===== src/rtl/park_pkg.sv =====
// Shared types and sizes for the parking-lot slot manager.
package park_pkg;

    localparam int unsigned SLOT_W  = 3;
    localparam int unsigned TOKEN_W = 3;
    localparam int unsigned N_SLOTS = 8;
    localparam int unsigned FREE_W  = 4;

    typedef logic [SLOT_W-1:0]  slot_t;
    typedef logic [TOKEN_W-1:0] token_t;

    typedef enum logic [2:0] {
        IDLE,
        ALLOC,
        ISSUE,
        CHECK,
        GATE
    } state_t;

endpackage


===== src/rtl/park_manager_token_production.sv =====
// Combinational token generator: slot number rotated left by one, mixed with the driver pattern.
module token_production
    import park_pkg::*;
(
    input  logic [SLOT_W-1:0]  park_number,
    input  logic [TOKEN_W-1:0] pattern,
    output logic [TOKEN_W-1:0] token
);

    assign token = pattern ^ {park_number[SLOT_W-2:0], park_number[SLOT_W-1]};

endmodule


===== src/rtl/park_manager.sv =====
// Parking-lot slot manager: allocates the lowest free slot on entry, issues a token,
// and validates slot/token pairs on exit before opening the gate.
module park_manager
    import park_pkg::*;
#(
    parameter int unsigned GATE_CYCLES = 4
) (
    input  logic                clk,
    input  logic                rst_n,
    input  logic                car_in,
    input  logic [TOKEN_W-1:0]  pattern,
    input  logic                car_out,
    input  logic [SLOT_W-1:0]   exit_park,
    input  logic [TOKEN_W-1:0]  exit_token,
    output logic [SLOT_W-1:0]   park_number,
    output logic [TOKEN_W-1:0]  token,
    output logic                issue_valid,
    output logic                full_err,
    output logic                exit_err,
    output logic                gate_open,
    output logic [FREE_W-1:0]   free_count,
    output logic                busy
);

    localparam int unsigned CNT_W = (GATE_CYCLES > 1) ? $clog2(GATE_CYCLES) : 1;

    state_t              state, state_nxt;
    slot_t               exit_slot_q;
    token_t              exit_tok_q;
    token_t              pattern_q;
    logic [N_SLOTS-1:0]  occupancy;
    token_t              store [N_SLOTS];
    logic [CNT_W-1:0]    gate_cnt;
    slot_t               free_slot;
    token_t              new_token;
    logic                lot_full;
    logic                exit_hit;
    logic [FREE_W-1:0]   occ_cnt;

    function automatic slot_t lowest_free(input logic [N_SLOTS-1:0] occ);
        slot_t s;
        logic  found;
        s     = '0;
        found = 1'b0;
        for (int unsigned i = 0; i < N_SLOTS; i++) begin
            if (!occ[i] && !found) begin
                s     = slot_t'(i);
                found = 1'b1;
            end
        end
        return s;
    endfunction

    assign free_slot = lowest_free(occupancy);
    assign lot_full  = &occupancy;
    assign exit_hit  = occupancy[exit_slot_q] && (store[exit_slot_q] == exit_tok_q);

    token_production u_token_production (
        .park_number (free_slot),
        .pattern     (pattern_q),
        .token       (new_token)
    );

    always_comb begin
        occ_cnt = '0;
        for (int unsigned i = 0; i < N_SLOTS; i++) begin
            occ_cnt = occ_cnt + FREE_W'(occupancy[i]);
        end
        free_count = FREE_W'(N_SLOTS) - occ_cnt;
    end

    assign gate_open = (state == GATE);
    assign busy      = (state != IDLE);

    always_comb begin
        state_nxt = state;
        unique case (state)
            IDLE: begin
                if (car_out)     state_nxt = CHECK;
                else if (car_in) state_nxt = ALLOC;
            end
            ALLOC:   state_nxt = lot_full ? IDLE : ISSUE;
            ISSUE:   state_nxt = IDLE;
            CHECK:   state_nxt = exit_hit ? GATE : IDLE;
            GATE:    state_nxt = (gate_cnt == '0) ? IDLE : GATE;
            default: state_nxt = IDLE;
        endcase
    end

    always_ff @(posedge clk) begin
        if (!rst_n) state <= IDLE;
        else        state <= state_nxt;
    end

    // Slot, token and occupancy commit on leaving ALLOC so that ISSUE presents
    // issue_valid, park_number, token and the decremented free_count together.
    always_ff @(posedge clk) begin
        if (!rst_n) begin
            exit_slot_q <= '0;
            exit_tok_q  <= '0;
            pattern_q   <= '0;
            occupancy   <= '0;
            gate_cnt    <= '0;
            park_number <= '0;
            token       <= '0;
            issue_valid <= 1'b0;
            full_err    <= 1'b0;
            exit_err    <= 1'b0;
            for (int unsigned i = 0; i < N_SLOTS; i++) begin
                store[i] <= '0;
            end
        end else begin
            issue_valid <= 1'b0;
            full_err    <= 1'b0;
            exit_err    <= 1'b0;
            unique case (state)
                IDLE: begin
                    if (car_out) begin
                        exit_slot_q <= exit_park;
                        exit_tok_q  <= exit_token;
                    end else if (car_in) begin
                        pattern_q <= pattern;
                    end
                end
                ALLOC: begin
                    if (lot_full) begin
                        full_err <= 1'b1;
                    end else begin
                        park_number          <= free_slot;
                        token                <= new_token;
                        issue_valid          <= 1'b1;
                        occupancy[free_slot] <= 1'b1;
                        store[free_slot]     <= new_token;
                    end
                end
                CHECK: begin
                    if (exit_hit) begin
                        occupancy[exit_slot_q] <= 1'b0;
                        gate_cnt               <= CNT_W'(GATE_CYCLES - 1);
                    end else begin
                        exit_err <= 1'b1;
                    end
                end
                GATE: begin
                    if (gate_cnt != '0) gate_cnt <= gate_cnt - 1'b1;
                end
                default: ;
            endcase
        end
    end

endmodule


===== config.mk =====
export PLATFORM = sky130hd
export DESIGN_NAME = park_manager
export DESIGN_NICKNAME = d
export VERILOG_FILES = /design/src/rtl/park_pkg.sv /design/src/rtl/park_manager_token_production.sv /design/src/rtl/park_manager.sv
export SDC_FILE = /design/constraint.sdc
export NUM_CORES = 1
export LEC_CHECK = 0
export BUFFER_PORTS_ARGS = -buffer_cell sky130_fd_sc_hd__buf_2
export CAP_MARGIN = 5
export CORE_ASPECT_RATIO = 2
export CORE_MARGIN = 1
export CORE_UTILIZATION = 55
export CTS_CLUSTER_SIZE = 25
export DETAILED_ROUTE_END_ITERATION = 8
export PLACE_DENSITY = 0.75
export SETUP_SLACK_MARGIN = 0.1
export SLEW_MARGIN = 20
export SYNTH_ARGS = -nofsm -noshare
export SYNTH_HDL_FRONTEND = slang
export SYNTH_HIERARCHICAL = 1
export SYNTH_SLANG_ARGS = --single-unit

===== constraint.sdc =====
create_clock -name clk -period 7.92 [get_ports clk]
set_input_delay 0.792 -clock clk [delete_from_list [all_inputs] [get_ports clk]]
set_output_delay 0.792 -clock clk [all_outputs]
set_load 0.01 [all_outputs]

==> impl_metrics.ini, run 1 <==
[synthesis]
async_flop_share = 0
syn-num-nets = 297
yosys.area_share.simple = 0.196
synth_top_family_by_area = simple AND/OR/NAND/NOR gates
synth_cell_type_count = 43
synth_area_sq_mm = 0.00289
yosysSeqAreaShare = 0.485
synth-compound-area-share = 0.0887
synth_fa_ha_area_frac = 0.0537
postSynthAreaPerCell_sq_um = 10.5
yosysWarningCount = 6
synth-main-ff-cell = dfxtp_1
synthXorXnorAreaFrac = 0.0182
synthMuxAreaShare = 0.115
postSynthCellCount = 274
yosys_register_bits = 58
synth_edf_count = 24

[timing]
tightest_slew_ns = 0.803
final_hold_viol_count = 0
tns_ns = 0
relSlewSlack = 0.464
setup_viol = 0
max_freq_mhz = 260
rsz0062_at_grt = no
layout_min_cycle_time_ns = 3.84
slew_viol_final = 0
worst_clock_skew_ns = 0.00940
period_share = 0.485

[power_and_ir_drop]
peakVddDrop_mv = 0.256
p_per_area_mw_per_mm2 = 226
total_power_mw = 0.733
power.leakage_nw = 1.29

[clock_network]
postCtsSetupRepairBufs = 0
cts.sinks = 58
numCtsBuffers = 9
postCtsResizedCells = 0
cts-htree-levels = 3
hold_buffers = 0
root_buffer = clkbuf_8
clk_pin_slew_ns = 0.06
cts_buffer_depth = 2
cts_tree = built
clk_latency_ns = 0.34

[cells_and_area]
finalNetCount = 324
drive_above_1_share = 0.170
fin_cells = 364
syn_to_final_growth_pct = 12.1
design_area_sq_mm = 0.00324
antenna_cells = 0

[worst_setup_path]
cp_max_fo = 9
crit_path_end_kind = output pin
critPathRequiredTime_ns = 7.13
critPathKind = register to output pin
cpLargestDelayFamily = adder cells
cp_data_arrival_time_ns = 3.05
cp_cell_sequence = inv_1, fa_1, ha_1, inv_1, fa_1, inv_1, fa_1, ha_1, buf_2
startpoint = occupancy[4]
r2r_slack_ns = 5.00
crit_buf_inv = 4
crit_slowest_cell = fa_1
critPathLaunchType = register
cp_slowest_stage_delay_ns = 0.56

[routing]
drtIter0Drc = 88
drtAntennaViolNets = 0
wirelength_mm = 6.17
viasPerCell = 5.70
vias = 2073
dr.pass1.iters = 4
wire_per_inst_um = 17.0
drcViolationCount = 0

[global_routing]
grt_usage = 0.256
grt_max_degree = 25
grt_pass1_wl_mm = 9.90
antenna_found_initial = 0
grt-ovfl-total = 0
grt_pass1_vias = 2066

[floorplan]
core_sq_mm = 0.00509
rows = 37
start_util = 0.568
die_w_um = 53.3
die_y_um = 105
ios = 28
die-area_sq_mm = 0.00557

[placed_design]
dpl.cell_count = 348
portBuffers = 27
place_area_sq_mm = 0.00305
hpwl_mm = 4.70
place.gp.congestion = 0.894

[job]
drv_cap = 0

[min_path]
hp-start = gate_cnt[0]
hp-class = register to register

[run_status]
status = finished, final reports clean
==> cell usage after synthesis, drive strengths merged (2+ instances only) <==
library cell | number | area [sq um]
inv | 18 | 67.6
xor2 | 6 | 52.6
a311oi | 3 | 26.3
and3 | 2 | 12.5
fa | 4 | 80.1
nor3b | 3 | 22.5
o31ai | 4 | 30.0
nor3 | 8 | 40.0
nand2b | 9 | 56.3
nor2b | 3 | 18.8
a2111oi | 2 | 20.0
mux4 | 5 | 113
nor4 | 2 | 12.5
nand2 | 18 | 70.1
nor2 | 21 | 78.8
nand3 | 2 | 10.0
buf | 3 | 21.3
edfxtp | 24 | 721
a41oi | 3 | 26.3
nand4 | 2 | 27.5
a21oi | 13 | 65.1
dfxtp | 34 | 681
nand3b | 2 | 15.0
clkbuf | 10 | 37.5
mux2i | 22 | 220
ha | 6 | 75.1
and2 | 27 | 169
o21ai | 8 | 40.0
==> sequential cells by signal (all words and copies together), names as in the netlist, 2 cells and up, named ones only <==
register,count
exit_slot_q,3
exit_tok_q,3
gate_cnt,2
occupancy,8
park_number,3
pattern_q,3
state,3
store,24
token,3
==> path summary, 6_finish.rpt <==
check             cells past startpoint            end
setup reg to reg                      6   occupancy[4]
hold reg to reg                       1    gate_cnt[0]
hold / removal                        1    gate_cnt[0]
setup / recovery                      9  free_count[2]
==> logic make-up (layout without fill, tap and decap cells) <==
logic type / Yosys count / count (layout)
adders and majority gates: 10 / 10
buffers and inverters: 31 / 63
AOI/OAI and AO/OA: 39 / 39
muxes: 27 / 27
xor gates and xnor gates: 6 / 6
DFF: 58 / 58
and+or+nand+nor: 103 / 103
==> layer usage <==
metal | vias to the layer above | routed length [um] | global-route usage
met4 | 0 | 255 | 0.115
met3 | 22 | 208 | 0.0629
met2 | 53 | 3520 | 0.460
met5 | - | 0 | 0
met1 | 972 | 2190 | 0.258
li1 | 1026 | - | -
==> cell usage in the layout, fill, tap and decap left out, types with 2 or more instances in the layout <==
| master | n |
|---|---|
| a2111oi_1 | 2 |
| a21oi_1 | 13 |
| a311oi_1 | 3 |
| a41oi_1 | 3 |
| and2_1 | 27 |
| and3_1 | 2 |
| buf_2 | 27 |
| buf_4 | 2 |
| clkbuf_8 | 9 |
| clkinv_2 | 3 |
| dfxtp_1 | 34 |
| edfxtp_1 | 24 |
| fa_1 | 4 |
| ha_1 | 6 |
| inv_1 | 17 |
| mux2i_1 | 22 |
| mux4_2 | 5 |
| nand2_1 | 17 |
| nand2b_1 | 9 |
| nand3_1 | 2 |
| nand3b_1 | 2 |
| nor2_1 | 21 |
| nor2b_1 | 3 |
| nor3_1 | 8 |
| nor3b_1 | 3 |
| nor4_1 | 2 |
| o21ai_0 | 7 |
| o31ai_1 | 4 |
| xor2_1 | 6 |
==> where the power goes <==
group | switching (mW) | internal, mW | total, mW
Clock | 0.113 | 0.143 | 0.255
Sequential | 0.0206 | 0.327 | 0.348
Combinational | 0.0759 | 0.0542 | 0.130
Total | 0.209 | 0.524 | 0.733
==> cell type report <==
cell class	count	area, sq um
Clock buffer	10	128
Multi-Input combinational cell	185	1360
Inverter	18	67.6
Timing Repair Buffer	29	150
Tap cell	58	72.6
Fill cell	444	1850
Clock inverter	6	57.6
Sequential cell	58	1400
==> per-stage QoR <==
step	hold WS (ns)	util	setup slack (ns)
5_1_grt	0.450	0.636	3.98
4_1_cts	0.439	0.636	4.05
3_5_place_dp	0.428	0.600	4.42
3_3_place_gp	0.424	0.600	4.49
6_report	0.436	0.636	4.08
2_1_floorplan	0.411	-	4.64
Note: power is estimated with default switching activity, not from simulation.
==> run 2, diff against run 1 <==
CORE_UTILIZATION = 53   (was 55)
clock period = 3.2 ns   (was 7.92 ns; I/O delays follow)
==> run 2 against run 1 <==
Sequential power increased by 140%. Critical path depth unchanged. Sequential share of layout area decreased by 1.2 points. Worst hold slack got worse by 0.23 ns. Wire length increased by 6.0%. Final area increased by 3.7%. Cell count increased by 2.7%. First-iteration DRC count decreased by 6.8%. Critical endpoint unchanged. Largest cell class unchanged. Largest power group unchanged.
==> impl_metrics.ini, run 2 (synthesized netlist as in run 1, its figures left out) <==
[routing]
wirelength_mm = 6.55
drtIter0Drc = 82
drcViolationCount = 0
wire_per_inst_um = 17.5
drtAntennaViolNets = 0
vias = 2191
dr.pass1.iters = 4
viasPerCell = 5.86

[floorplan]
die_y_um = 106
ios = 28
die_w_um = 54.2
die-area_sq_mm = 0.00577
start_util = 0.557
core_sq_mm = 0.00518
rows = 37

[worst_setup_path]
reg2reg_to = occupancy[0]
cp_cell_sequence = inv_2, fa_1, ha_2, inv_2, fa_1, inv_2, fa_2, ha_4, buf_6
cp_max_fo = 2
critPathRequiredTime_ns = 2.88
critPathLaunchType = register
crit_buf_inv = 4
crit_slowest_cell = fa_1
r2r_slack_ns = 0.63
cpLargestDelayFamily = adder cells
cp_data_arrival_time_ns = 2.73
crit_top_cell = inv_2
worst-r2r-cell-count = 8
crit_path_end_kind = output pin
cp_slowest_stage_delay_ns = 0.54
critPathKind = register to output pin

[clock_network]
cts_tree = built
hold_buffers = 0
clk_latency_ns = 0.35
numCtsBuffers = 9
cts_buffer_depth = 2
cts.sinks = 58
clk_pin_slew_ns = 0.07
root_buffer = clkbuf_8
cts-htree-levels = 3

[job]
drv_cap = 0

[timing]
setup_viol = 0
rsz0062_at_grt = yes
worst_clock_skew_ns = 0.00620
tns_ns = 0
final_hold_viol_count = 0
layout_min_cycle_time_ns = 3.05
max_freq_mhz = 328
period_share = 0.954
slew_viol_final = 0
relSlewSlack = 0.503
tightest_slew_ns = 0.738

[cells_and_area]
largest-register = store
fill_cells = 417
drive_above_1_share = 0.244
final_common_cell = dfxtp_1
finalNetCount = 334
syn_to_final_growth_pct = 16.3
reg.largest.list = store: 24 flops, occupancy: 8 flops
antenna_cells = 0
largest_register_ffs = 24
layout_common_cells = 29 x dfxtp_1, 27 x and2_1, 26 x buf_2, 24 x edfxtp_1, 22 x mux2i_1
fin_cells = 374

[power_and_ir_drop]
peakVddDrop_mv = 0.480
p_per_area_mw_per_mm2 = 561
power.leakage_nw = 1.35

[placed_design]
hpwl_mm = 4.91
place.gp.congestion = 0.965
dpl.cell_count = 356
portBuffers = 27

[global_routing]
grt_pass1_vias = 2137
antenna_found_initial = 0
grt_pass1_wl_mm = 10.4
grt-ovfl-total = 0
grt_usage = 0.264
grt_max_degree = 19

[min_path]
min_to = exit_tok_q[1]
holdPathStages = 3
hp-class = input port to register
hp-start = exit_token[1]

[run_status]
status = finished, final reports clean
-- run 2: area by class of cell --
cell class	instances	area, sq um	share of cell area
Clock buffer	9	124	0.0369
Clock inverter	7	70.1	0.0208
Inverter	18	67.6	0.0201
Multi-Input combinational cell	185	1380	0.411
Sequential cell	58	1420	0.421
Tap cell	58	72.6	0.0216
Timing Repair Buffer	39	231	0.0689
-- run 2: worst max-delay path by stage --
| stage | start | to | cells past startpoint |
|---|---|---|---|
| floorplan | occupancy[4] | free_count[2] | 8 |
| global placement | occupancy[6] | free_count[2] | 9 |
| detailed placement | occupancy[6] | free_count[2] | 9 |
| CTS | occupancy[4] | free_count[2] | 9 |
| global route | occupancy[5] | free_count[2] | 9 |
| finish | occupancy[5] | free_count[2] | 9 |
-- run 2: layer usage --
layer | up-vias | wire length [um] | track usage
li1 | 1043 | - | -
met1 | 1084 | 2340 | 0.260
met2 | 45 | 3780 | 0.469
met3 | 19 | 175 | 0.0629
met4 | 0 | 250 | 0.143
met5 | - | 0 | 0
-- run 2: worst reg2reg max path: cells and delay by family (launching register included) --
kind	cells	cell delay, ns
AOI/OAI and AO/OA	2	0.61
buffers and inverters	2	0.42
DFF	1	0.31
muxes	2	0.66
xor gates and xnor gates	1	0.31
and+or+nand+nor	1	0.15
-- run 2: repair_timing --
item / in CTS / in global routing
resized for setup: 11 / 6
endpoints found under the setup margin: 3 / 1
pin swaps: 1 / 5
setup buffers: 2 / 0
gates cloned: 0 / 0
-- run 2: per-stage QoR --
| step | utilization | hold slack [ns] | area (sq um) | setup WS (ns) | power (mW) |
|---|---|---|---|---|---|
| after floorplan | - | 0.411 | 2890 | 0.396 | 1.10 |
| final | 0.648 | 0.208 | 3360 | 0.147 | 1.88 |
| after detailed placement | 0.601 | 0.438 | 3110 | 0.261 | 1.20 |
| after global placement | 0.601 | 0.423 | 3110 | 0.280 | 1.20 |
| after CTS | 0.644 | 0.202 | 3340 | 0.118 | 1.87 |
| after global routing | 0.648 | 0.209 | 3360 | 0.0646 | 1.97 |
-- run 2: report_power, final --
part           internal [mW]  total [mW]  switching, mW  leakage (nW)
Combinational          0.165       0.382          0.217         0.721
Clock                  0.357       0.657          0.300        0.0990
Sequential             0.810       0.846         0.0357         0.528
Total                   1.33        1.88          0.553          1.35
